$ cat src/rtl/corelet_pkg.sv
// Shared state encoding, layer defaults and SRAM enable levels for the corelet sequencer.
package corelet_pkg;

    typedef logic [3:0] state_t;

    localparam state_t StIdle  = 4'd0;
    localparam state_t StWFill = 4'd1;
    localparam state_t StWLoad = 4'd2;
    localparam state_t StWGap  = 4'd3;
    localparam state_t StXFill = 4'd4;
    localparam state_t StXExec = 4'd5;
    localparam state_t StDrain = 4'd6;
    localparam state_t StAcc   = 4'd7;
    localparam state_t StFin   = 4'd8;

    localparam int unsigned DefKij   = 9;
    localparam int unsigned DefNij   = 36;
    localparam int unsigned DefWbase = 1024;

    localparam logic SramOn  = 1'b0;
    localparam logic SramOff = 1'b1;

endpackage

$ cat src/rtl/ctrl_addr_gen.sv
// Loadable SRAM address register: captures base+offset when loaded, zero when cleared.
module ctrl_addr_gen #(
    parameter int unsigned W = 11
) (
    input  logic         clk,
    input  logic         reset,
    input  logic         clr,
    input  logic         ld,
    input  logic [W-1:0] base,
    input  logic [W-1:0] offset,
    output logic [W-1:0] addr
);

    always_ff @(posedge clk or negedge reset) begin
        if (!reset) begin
            addr <= '0;
        end else if (clr) begin
            addr <= '0;
        end else if (ld) begin
            addr <= base + offset;
        end
    end

endmodule

$ cat src/rtl/corelet_ctrl.sv
// Corelet layer sequencer: weight fill/load, activation fill/execute, OFIFO drain per kernel
// position. Define CORELET_CTRL_ACC_EN to add the psum accumulation read pass before FIN.
module corelet_ctrl
    import corelet_pkg::*;
#(
    parameter int unsigned row     = 8,
    parameter int unsigned col     = 8,
    parameter int unsigned KIJ     = DefKij,
    parameter int unsigned NIJ     = DefNij,
    parameter int unsigned XADDR_W = 11,
    parameter int unsigned PADDR_W = 11,
    parameter int unsigned WBASE   = DefWbase
) (
    input  logic               clk,
    input  logic               reset,
    input  logic               start,
    input  logic               l0_full,
    input  logic               ofifo_valid,
    output logic               l0_wr,
    output logic               l0_rd,
    output logic               load,
    output logic               execute,
    output logic               ofifo_rd,
    output logic               acc,
    output logic               xmem_cen,
    output logic [XADDR_W-1:0] xmem_addr,
    output logic               pmem_cen,
    output logic               pmem_wen,
    output logic [PADDR_W-1:0] pmem_addr,
    output logic [3:0]         kij_idx,
    output logic               busy,
    output logic               done
);

    localparam int unsigned CW = $clog2(NIJ + row + col + KIJ + 2);

    state_t             state_q, state_d;
    logic [CW-1:0]      cnt_q, cnt_d, units, phase_len;
    logic               act_q, act_d;
    logic [3:0]         kij_q, kij_d;
    logic               wr_d, rd_d, load_d, exec_d, ofrd_d, pcen_d, pwen_d, done_d;
    logic               xld, pld, clr;
    logic [XADDR_W-1:0] x_base, x_off;
    logic [PADDR_W-1:0] p_base, p_off;

`ifdef CORELET_CTRL_ACC_EN
    localparam int unsigned OW = $clog2(NIJ);
    logic [OW-1:0] acc_o_q, acc_o_d;
    logic          acc_rd_q, acc_rd_d;
`endif

    assign kij_idx = kij_q;

    // cnt_q counts units finished before the current cycle; act_q marks a unit finishing now.
    always_comb begin
        state_d = state_q;
        cnt_d   = cnt_q;
        kij_d   = kij_q;
        units   = cnt_q + CW'(act_q);
`ifdef CORELET_CTRL_ACC_EN
        acc_o_d = acc_o_q;
`endif
        case (state_q)
            StWFill, StWLoad:           phase_len = CW'(col);
            StWGap:                     phase_len = CW'(row + col);
            StXFill, StXExec, StDrain:  phase_len = CW'(NIJ);
            StAcc:                      phase_len = CW'(KIJ + 1);
            default:                    phase_len = CW'(1);
        endcase

        case (state_q)
            StIdle: begin
                if (start) begin
                    state_d = StWFill;
                    kij_d   = '0;
                    cnt_d   = '0;
                end
            end
            StFin: begin
                state_d = StIdle;
                cnt_d   = '0;
            end
            default: begin
                cnt_d = units;
                if (units == phase_len) begin
                    cnt_d = '0;
                    case (state_q)
                        StWFill: state_d = StWLoad;
                        StWLoad: state_d = StWGap;
                        StWGap:  state_d = StXFill;
                        StXFill: state_d = StXExec;
                        StXExec: state_d = StDrain;
                        StDrain: begin
                            if (kij_q == 4'(KIJ - 1)) begin
`ifdef CORELET_CTRL_ACC_EN
                                state_d = StAcc;
                                acc_o_d = '0;
`else
                                state_d = StFin;
`endif
                            end else begin
                                kij_d   = kij_q + 4'd1;
                                state_d = StWFill;
                            end
                        end
`ifdef CORELET_CTRL_ACC_EN
                        StAcc: begin
                            if (acc_o_q == OW'(NIJ - 1)) state_d = StFin;
                            else acc_o_d = acc_o_q + OW'(1);
                        end
`endif
                        default: state_d = StIdle;
                    endcase
                end
            end
        endcase
    end

    // Strobes for the coming cycle, decided from the next state and the inputs sampled now.
    always_comb begin
        act_d  = 1'b0;
        wr_d   = 1'b0;
        rd_d   = 1'b0;
        load_d = 1'b0;
        exec_d = 1'b0;
        ofrd_d = 1'b0;
        pcen_d = SramOff;
        pwen_d = SramOff;
        done_d = 1'b0;
        xld    = 1'b0;
        pld    = 1'b0;
        x_base = '0;
        x_off  = '0;
        p_base = '0;
        p_off  = '0;
        clr    = (state_d == StIdle);
`ifdef CORELET_CTRL_ACC_EN
        acc_rd_d = 1'b0;
`endif
        case (state_d)
            StWFill, StXFill: begin
                act_d  = ~l0_full;
                wr_d   = ~l0_full;
                xld    = ~l0_full;
                x_base = (state_d == StWFill) ? XADDR_W'(WBASE + kij_d * col) : '0;
                x_off  = XADDR_W'(cnt_d);
            end
            StWLoad: begin
                act_d  = 1'b1;
                rd_d   = 1'b1;
                load_d = 1'b1;
            end
            StWGap: act_d = 1'b1;
            StXExec: begin
                act_d  = 1'b1;
                rd_d   = 1'b1;
                exec_d = 1'b1;
            end
            StDrain: begin
                act_d  = ofifo_valid;
                ofrd_d = ofifo_valid;
                pcen_d = ofifo_valid ? SramOn : SramOff;
                pwen_d = ofifo_valid ? SramOn : SramOff;
                pld    = ofifo_valid;
                p_base = PADDR_W'(kij_d * NIJ);
                p_off  = PADDR_W'(cnt_d);
            end
`ifdef CORELET_CTRL_ACC_EN
            StAcc: begin
                act_d = 1'b1;
                // Last slot of each output is idle to absorb the trailing acc pulse.
                if (cnt_d < CW'(KIJ)) begin
                    acc_rd_d = 1'b1;
                    pcen_d   = SramOn;
                    pld      = 1'b1;
                    p_base   = PADDR_W'(cnt_d * NIJ);
                    p_off    = PADDR_W'(acc_o_d);
                end
            end
`endif
            StFin: begin
                act_d  = 1'b1;
                done_d = 1'b1;
            end
            default: ;
        endcase
    end

    always_ff @(posedge clk or negedge reset) begin
        if (!reset) begin
            state_q  <= StIdle;
            cnt_q    <= '0;
            act_q    <= 1'b0;
            kij_q    <= '0;
            l0_wr    <= 1'b0;
            l0_rd    <= 1'b0;
            load     <= 1'b0;
            execute  <= 1'b0;
            ofifo_rd <= 1'b0;
            xmem_cen <= SramOff;
            pmem_cen <= SramOff;
            pmem_wen <= SramOff;
            busy     <= 1'b0;
            done     <= 1'b0;
        end else begin
            state_q  <= state_d;
            cnt_q    <= cnt_d;
            act_q    <= act_d;
            kij_q    <= kij_d;
            l0_wr    <= wr_d;
            l0_rd    <= rd_d;
            load     <= load_d;
            execute  <= exec_d;
            ofifo_rd <= ofrd_d;
            xmem_cen <= wr_d ? SramOn : SramOff;
            pmem_cen <= pcen_d;
            pmem_wen <= pwen_d;
            busy     <= (state_d != StIdle);
            done     <= done_d;
        end
    end

`ifdef CORELET_CTRL_ACC_EN
    always_ff @(posedge clk or negedge reset) begin
        if (!reset) begin
            acc_o_q  <= '0;
            acc_rd_q <= 1'b0;
            acc      <= 1'b0;
        end else begin
            acc_o_q  <= acc_o_d;
            acc_rd_q <= acc_rd_d;
            acc      <= acc_rd_q;
        end
    end
`else
    assign acc = 1'b0;
`endif

    ctrl_addr_gen #(
        .W(XADDR_W)
    ) u_xaddr (
        .clk   (clk),
        .reset (reset),
        .clr   (clr),
        .ld    (xld),
        .base  (x_base),
        .offset(x_off),
        .addr  (xmem_addr)
    );

    ctrl_addr_gen #(
        .W(PADDR_W)
    ) u_paddr (
        .clk   (clk),
        .reset (reset),
        .clr   (clr),
        .ld    (pld),
        .base  (p_base),
        .offset(p_off),
        .addr  (pmem_addr)
    );

endmodule

$ cat config.mk
export PLATFORM = sky130hd
export DESIGN_NAME = corelet_ctrl
export DESIGN_NICKNAME = d
export VERILOG_FILES = /design/src/rtl/corelet_pkg.sv /design/src/rtl/ctrl_addr_gen.sv /design/src/rtl/corelet_ctrl.sv
export SDC_FILE = /design/constraint.sdc
export NUM_CORES = 1
export LEC_CHECK = 0
export BUFFER_PORTS_ARGS = -buffer_cell sky130_fd_sc_hd__buf_2
export CAP_MARGIN = 20
export CORE_UTILIZATION = 35
export DETAILED_ROUTE_END_ITERATION = 16
export HOLD_SLACK_MARGIN = 0.03
export MAX_ROUTING_LAYER = met4
export PLACE_DENSITY_LB_ADDON = 0.1
export SYNTH_ARGS = -nofsm -noshare
export SYNTH_HDL_FRONTEND = slang
export SYNTH_HIERARCHICAL = 1
export SYNTH_SLANG_ARGS = --single-unit
$ cat constraint.sdc
create_clock -name clk -period 10.9 [get_ports clk]
set_clock_uncertainty 0.05 [all_clocks]
set_input_delay 2.18 -clock clk [delete_from_list [all_inputs] [get_ports clk]]
set_output_delay 2.18 -clock clk [all_outputs]
set_load 0.01 [all_outputs]
==> results of run 1 <==
[synth_stat cells (all sizes together), types with 4 or more instances]
master and n:
mux2i 13, a21o 8, ha 27, buf 12, a221oi 4, nand3 8, dfrtp 44, and2 6
inv 24, nor2b 8, nor2 61, o211ai 9, nor3 11, or2 4, xor2 4, nand2b 4
a31oi 4, xnor2 14, a211oi 9, clkbuf 6, and3 5, nand2 22, o21a 11, o21ai 16
a21oi 16
[power by group through the flow]
stage / Sequential, W / Combinational (W) / Clock (W)
2_1_floorplan: 0.000270 / 0.000330 / 0
3_3_place_gp: 0.000275 / 0.000427 / 0
3_5_place_dp: 0.000277 / 0.000426 / 0
4_1_cts: 0.000274 / 0.000428 / 0.000162
5_1_grt: 0.000281 / 0.000476 / 0.000169
6_report: 0.000274 / 0.000425 / 0.000155
[per-layer routing]
layer	vias to the layer above	routed length [µm]	share of wire, %	GRT usage (%)
li1	1526	-	-	-
met1	1475	4130	48	22.1
met2	44	4020	47	28.7
met3	11	230	2.7	2.62
met4	0	152	1.8	4.43
met5	-	0	0	-
[worst paths after layout]
check                                      from              end  slack, ps
worst max-delay path                 state_q[3]  u_paddr/addr[9]       5650
worst min-delay path            u_paddr/addr[6]  u_paddr/addr[6]        470
worst max register to register       state_q[3]  u_paddr/addr[9]       5650
worst min register to register  u_paddr/addr[6]  u_paddr/addr[6]        470
max in group asynchronous                 reset            act_q       8450
min in group asynchronous                 reset  u_paddr/addr[7]       1940
[per-stage QoR]
| stage | worst slack (ps) | std cells | area (µm²) |
|---|---|---|---|
| finish | 5650 | 592 | 4220 |
| floorplan | 5890 | 423 | 3800 |
| detailed placement | 5470 | 584 | 4090 |
| global route | 5210 | 592 | 4220 |
| global placement | 5560 | 584 | 4090 |
| CTS | 5660 | 592 | 4220 |
[cells by family after synthesis]
group                      synth area share [%]
AOI/OAI and AO/OA                          23.6
xor gates and xnor gates                   4.24
adders and majority gates                  10.2
buffers and inverters                      5.31
DFF                                        31.0
muxes                                      4.30
other                                     0.101
and+or+nand+nor                            21.3
[worst max-delay path, cell delays in order, from the launching register on]
cell and delay (ps):
dfrtp_1 620, nand2b_1 370, o21a_1 270, or3_4 390, o31ai_4 310, o211ai_2 180
nor3_2 380, a21oi_1 110, a31oi_1 260, inv_1 100, ha_1 210, ha_1 200
ha_1 190, xor2_1 150, nor2_1 60, ha_1 380, and2_1 230, a221oi_4 280
o21ai_2 80, a221o_1 310
[placed cells by master, fill, tap and decap left out, drive strengths merged, types with 11 or more instances in the layout]
cell	n
a21oi	16
nand2	22
mux2i	13
dfrtp	44
xnor2	14
o21ai	16
nor3	11
buf	43
nor2	61
conb	22
ha	27
inv	24
o21a	11
[state kept, by name, indices dropped and copies added, names as in the netlist, 4 cells and up]
register      cells
u_paddr/addr     11
u_xaddr/addr     11
cnt_q             6
kij_idx           4
state_q           4
[layout make-up]
class | count | area share (%)
Clock inverter | 3 | 1.63
Multi-Input combinational cell | 335 | 58.0
Sequential cell | 46 | 27.3
Inverter | 24 | 2.13
Clock buffer | 5 | 1.63
Timing Repair Buffer | 43 | 5.27
Tap cell | 136 | 4.03
==> results.cfg, run 1 <==
[cells_and_area]
area_growth_pct = 13.5
nFillCells = 1067
fin_util_pct = 40.9
antennaDiodeCount = 0
multi_input_area_mm2 = 0.00245
drive_above_1_share_pct = 20.8
regArea_mm2 = 0.00115
final_nets = 489

[clock_network]
tritoncts = built
clk_latency_ps = 300
path_clk_slew_ps = 90
holdBufCountCts = 0
cts_root_buf = clkbuf_8
ctsResizeCount = 0
cts_sinks = 46
cts_buffers = 5
cts_setup_buffers = 0
h-tree-depth = 2
clockBufferDepth = 2

[sta]
final-hold-violation-count = 0
relSlewSlack_pct = 46.6
holdWs_ps = 465
rsz0062_at_grt = no
slew_violations = 0
fin_crit_ps = 5250
tightest_slew_ps = 800
min_period_over_period_pct = 48.1
setup_viol = 0
setup_tns_ps = 0
fmax_ghz = 0.191

[floorplanning]
fp-row-count = 37
io_pins = 42
die_x_um = 105
fp.dieH_um = 105
coreArea_mm2 = 0.0103
floorplan.initialDensity_pct = 36.1
die_area_mm2 = 0.0111

[synthesis]
synth_edf_count = 0
yosys_warnings = 6
synth.area.top_cells = dfrtp_1 (30%), ha_1 (9.1%), nor2_1 (6.1%), xnor2_1 (3.3%), mux2i_1 (3.2%)
synth_top_area_share_pct = 29.6
ys_async_sr_fraction_pct = 100
synthDistinctLibCells = 82
synthFlopType = dfrtp_1
syn_avg_cell_area_um2 = 9.26
seq_area_frac_synth_pct = 31.0
yosysTopAreaCell = dfrtp_1
syn_inst = 402
synth-seq-cells = 46
netlist_area_mm2 = 0.00372

[worst_setup_path]
crit_path_end_kind = flop
path_class = reg2reg
worst_ep_arrival_time_ps = 5390
critPathLaunchType = flop
cp_max_fo = 20
reg2reg_depth = 19
required_ps = 11050

[pwr]
switching_power_w = 0.000360
p_int_w = 0.000493
clkPwrFrac_pct = 18.1
power_frac_seq_pct = 32.1
power_w = 0.000853
power.share.switching_pct = 42.2
peakVddDrop_uv = 69.0
pwr-share-comb_pct = 49.8
total_leakage_power_nw = 2.13
power.density_mw_per_mm2 = 202

[global_routing]
grt_pass1_wl_um = 15000
grt_usage_pct = 17.3
antenna_found_initial = 0
grt_max_degree = 47
grt_pass1_vias = 3081
grt_overflow = 0

[detailed_routing]
postRouteAntennaNets = 0
vias_per_cell = 5.16
vias = 3056
avgRoutedWirePerCell_um = 14.4
firstDrtPassIters = 4
wl_um = 8530
drt_iter0_drc = 85
drc = 0

[status]
status = complete, no violations

[placement]
dp_hpwl_um = 6440
port_buffers = 40
gp_congestion = 0.810

[flow_run]
maxCapViolCount = 0

[min_path]
worst_hold_path.num_cells = 1
hp-class = reg2reg
(Power assumes the default switching activity.)
==> inputs of run 2 (changes only) <==
Clock period 10.9 ns to 4.9 ns, I/O delays scaled along.
==> run 2 against run 1 <==
Die area is the same. Worst hold slack gained 2.1 ps. Routed wire length grew 5.8%. Largest cell class unchanged.
==> results.cfg, run 2 (same netlist as run 1, synthesis figures left out) <==
[global_routing]
antenna_found_initial = 0
grt_max_degree = 28
grt_pass1_wl_um = 15500
grt_usage_pct = 18.1
grt_pass1_vias = 3158
grt_overflow = 0

[cells_and_area]
drive_above_1_share_pct = 24.2
regArea_mm2 = 0.00115
largestRegisters = u_paddr/addr: 11 flops, u_xaddr/addr: 11 flops, cnt_q: 6 flops
mostFrequentLayoutCells = nor2_1 (60), dfrtp_1 (44), buf_2 (40), ha_1 (26), inv_1 (23)
area_growth_pct = 17.3
final_nets = 508
nFillCells = 1054
mostFrequentLayoutCell = nor2_1
finalNonFillerCells = 611
antennaDiodeCount = 0
multi_input_area_mm2 = 0.00248

[detailed_routing]
vias_per_cell = 5.16
drt_iter0_drc = 129
firstDrtPassIters = 4
postRouteAntennaNets = 0
vias = 3152
wl_um = 9030
avgRoutedWirePerCell_um = 14.8
drc = 0

[worst_setup_path]
critPathLaunchType = flop
worst_ep_arrival_time_ps = 4730
required_ps = 5050
path_class = reg2reg
crit_path_end_kind = flop
cp_max_fo = 5

[flow_run]
maxCapViolCount = 0

[sta]
fmax_ghz = 0.218
min_period_over_period_pct = 93.6
slew_violations = 0
relSlewSlack_pct = 36.6
setup_viol = 0
fin_crit_ps = 4590
final-hold-violation-count = 0
tightest_slew_ps = 948

[pwr]
pwr-share-comb_pct = 56.6
power.density_mw_per_mm2 = 436
power_frac_seq_pct = 30.5
switching_power_w = 0.000838
power.share.switching_pct = 44.0
total_leakage_power_nw = 2.21
peakVddDrop_uv = 207
clkPwrFrac_pct = 13.0
p_int_w = 0.00107
power_w = 0.00191

[clock_network]
cts_root_buf = clkbuf_8
clk_latency_ps = 300
cts_buffers = 5
cts_sinks = 46
h-tree-depth = 2
clockBufferDepth = 2
path_clk_slew_ps = 90
holdBufCountCts = 0
tritoncts = built

[min_path]
hp-class = reg2reg

[floorplanning]
floorplan.initialDensity_pct = 36.1
fp-row-count = 37
die_x_um = 105
io_pins = 42
die_area_mm2 = 0.0111
fp.dieH_um = 105
coreArea_mm2 = 0.0103

[placement]
dp_hpwl_um = 7090
gp_congestion = 0.885
port_buffers = 40
dp.cells = 597

[status]
status = complete, no violations
-- run 2: repair_timing --
action | in CTS | in global routing
hold endpoints to repair | 0 | 0
buffers inserted | 0 | 6
endpoints found under the setup margin | 0 | 3
gates resized for setup | 0 | 5
-- run 2: metrics by stage --
step / util (%) / setup slack, ps / setup TNS, ps / instance area (µm²) / hold slack, ps
3_5_place_dp: 40.6 / 209 / 0 / 4200 / 445
6_report: 42.3 / 313 / 0 / 4370 / 467
4_1_cts: 41.5 / 204 / 0 / 4290 / 474
5_1_grt: 42.3 / -8.51 / -8.51 / 4370 / 500
3_3_place_gp: 40.5 / 336 / 0 / 4180 / 442
2_1_floorplan: - / 372 / 0 / 3800 / 464
-- run 2: worst paths after layout --
kind | start | endpoint | slack [ps] | depth (start not counted)
setup / recovery | cnt_q[0] | u_paddr/addr[9] | 310 | 20
hold / removal | u_xaddr/addr[9] | u_xaddr/addr[9] | 470 | 1
setup reg to reg | cnt_q[0] | u_paddr/addr[9] | 310 | 20
hold reg to reg | u_xaddr/addr[9] | u_xaddr/addr[9] | 470 | 1
max in group asynchronous | reset | u_xaddr/addr[9] | 3700 | 2
min in group asynchronous | reset | u_xaddr/addr[7] | 590 | 1
-- run 2: layout make-up --
cell class	count	share of cell area (%)
clock inverter	1	0.115
inverter	24	2.06
sequential	46	26.4
clock buffer	7	1.98
timing repair buffer	62	8.65
tap	136	3.90
multi-input combinational	335	56.9
-- run 2: layer usage --
layer,part of all wire (%),vias up,global-route usage (%)
met1,48,1522,22.9
li1,-,1569,-
met3,4.3,11,3.12
met5,0,-,-
met4,1.8,0,5.73
met2,46,50,29.3
-- run 2: power groups by stage --
stage               clock network, W  registers (W)  logic (W)
floorplan                          0       0.000601   0.000735
global placement                   0       0.000582    0.00102
detailed placement                 0       0.000585    0.00102
CTS                         0.000263       0.000578    0.00103
global route                0.000269       0.000595    0.00121
finish                      0.000247       0.000581    0.00108
-- run 2: worst max-delay path: stages (launching register included) --
cell,delay [ps]
dfrtp_1,390
ha_1,240
ha_4,280
nand2_1,40
or4_1,390
o21ai_1,80
o2111a_2,280
o211ai_4,120
o2bb2a_1,310
o31a_1,250
a21oi_2,150
inv_1,80
ha_1,220
ha_1,270
inv_1,50
nor2_1,40
ha_1,330
and2_2,240
a221oi_4,280
o21ai_2,80
a221o_1,310
==> inputs of run 3 (changes only) <==
Settings changed: CORE_UTILIZATION 35 to 59.
==> run 3 against run 2 <==
Power up 1.2%. Critical endpoint unchanged. Routed wire length down 6.3%. Sequential share of layout area up 0.61 points. Register-to-register slack about the same. First-iteration DRC count up 25%. Setup slack worse by 6.3 ps. Clock power up 13%. Cell count down 10%. Final area down 2.1%.
==> results.cfg, run 3 (same netlist as run 1, synthesis figures left out) <==
[worst_setup_path]
crit_chain = ha_1 -> ha_1 -> nand2_1 -> or4_1 -> o21ai_1 -> o2111a_2 -> o211ai_2 -> nor3_2 -> a21oi_1 -> a31oi_1 -> inv_1 -> ha_1 -> ha_1 -> ha_1 -> inv_1 -> nor2_1 -> ha_1 -> and2_1 -> a221oi_4 -> o21ai_2 -> a221o_1
cpMostUsedCell = ha_1
path_class = reg2reg
cp_slowest_cell = dfrtp_1
cp_max_fo = 4
crit_path_end_kind = flop
required_ps = 5050
worst_ep_arrival_time_ps = 4740
slowest_delay_ps = 390
critPathLaunchType = flop
reg2reg_depth = 21

[global_routing]
grt_overflow = 0
grt_pass1_vias = 3058
grt_usage_pct = 29.2
grt_pass1_wl_um = 14300
antenna_found_initial = 0
grt_max_degree = 47

[detailed_routing]
firstDrtPassIters = 4
postRouteAntennaNets = 0
drt_iter0_drc = 161
vias = 3150
avgRoutedWirePerCell_um = 15.4
wl_um = 8460
drc = 0
vias_per_cell = 5.75

[sta]
fin_crit_ps = 4590
relSlewSlack_pct = 48.8
tightest_slew_ps = 765
min_period_over_period_pct = 93.7
fmax_ghz = 0.218
rsz0062_at_grt = yes
setup_viol = 0
finalWorstSetupSlack_ps = 307
slew_violations = 0
setup_tns_ps = 0
final-hold-violation-count = 0

[pwr]
power_w = 0.00193
power.density_mw_per_mm2 = 451
total_leakage_power_nw = 2.19
peakVddDrop_uv = 271

[cells_and_area]
mostFrequentLayoutCells = nor2_1 (60), dfrtp_1 (43), buf_2 (40), ha_1 (27), inv_1 (23)
mostFrequentLayoutCell = nor2_1
regArea_mm2 = 0.00115
final_nets = 506
multi_input_area_mm2 = 0.00246
largestRegisters = u_paddr/addr: 11 flops, u_xaddr/addr: 11 flops, cnt_q: 6 flops
drive_above_1_share_pct = 23.9
nFillCells = 500
area_growth_pct = 14.8
fin_area_mm2 = 0.00427
antennaDiodeCount = 0

[min_path]
hp-class = reg2reg
worst_hold_path.num_cells = 1

[floorplanning]
io_pins = 42
coreArea_mm2 = 0.00599
fp-row-count = 28
fp.dieH_um = 81.4
die_area_mm2 = 0.00663
die_x_um = 81.4
floorplan.initialDensity_pct = 62.1

[clock_network]
h-tree-depth = 2
cts_buffers = 5
cts_root_buf = clkbuf_8
tritoncts = built
cts_sinks = 46
clk_latency_ps = 300
path_clk_slew_ps = 90
clockBufferDepth = 2

[flow_run]
maxCapViolCount = 0

[placement]
dpl-instance-area_mm2 = 0.00409
port_buffers = 40
preCtsSetupSlack_ps = 233
gp_congestion = 0.936
dp_hpwl_um = 6370

[status]
status = complete, no violations
## run 3: area by class of cell
cell class	instances	area share [%]
multi-input cells	335	57.6
flip-flops and latches	46	27.0
repair buffers	60	8.49
clock buffers	8	2.58
well taps	75	2.20
inverters	24	2.11
## run 3: through the flow
step                      instances  hold WS, ps  util [%]
after floorplan                 423          464         -
after global placement          533          443      68.2
after detailed placement        533          439      68.2
after CTS                       541          465      70.0
after global routing            548          484      71.3
final                           548          465      71.3
## run 3: what timing repair did
item / in CTS / in global routing
setup endpoints to repair: 0 / 1
setup buffers: 0 / 6
gates resized for setup: 0 / 3
hold buffers: 0 / 0
## run 3: worst paths after layout
kind	end	start	slack, ps
worst max-delay path	u_paddr/addr[9]	cnt_q[0]	310
worst min-delay path	u_xaddr/addr[6]	u_xaddr/addr[6]	470
worst max register to register	u_paddr/addr[9]	cnt_q[0]	310
worst min register to register	u_xaddr/addr[6]	u_xaddr/addr[6]	470
max in group asynchronous	u_paddr/addr[6]	reset	3740
min in group asynchronous	state_q[3]	reset	550
## run 3: power breakdown
group | internal [W] | switching [W]
clock network | 0.000143 | 0.000136
registers | 0.000497 | 0.0000808
logic | 0.000459 | 0.000612
## run 3: critical path, delay by kind of cell (launching register included)
kind | cells | cell delay (ps)
AOI/OAI and AO/OA | 8 | 1430
DFF | 1 | 390
and+or+nand+nor | 5 | 910
buffers and inverters | 2 | 160
adders and majority gates | 6 | 1520
## run 3: metal layers
metal  vias to the layer above  GRT usage (%)  routed length, µm
met3                        19           4.67                360
met4                         0           10.9                248
met2                        72           47.3               4050
met1                      1496           36.7               3790
met5                         -              -                  0
li1                       1563              -                  -
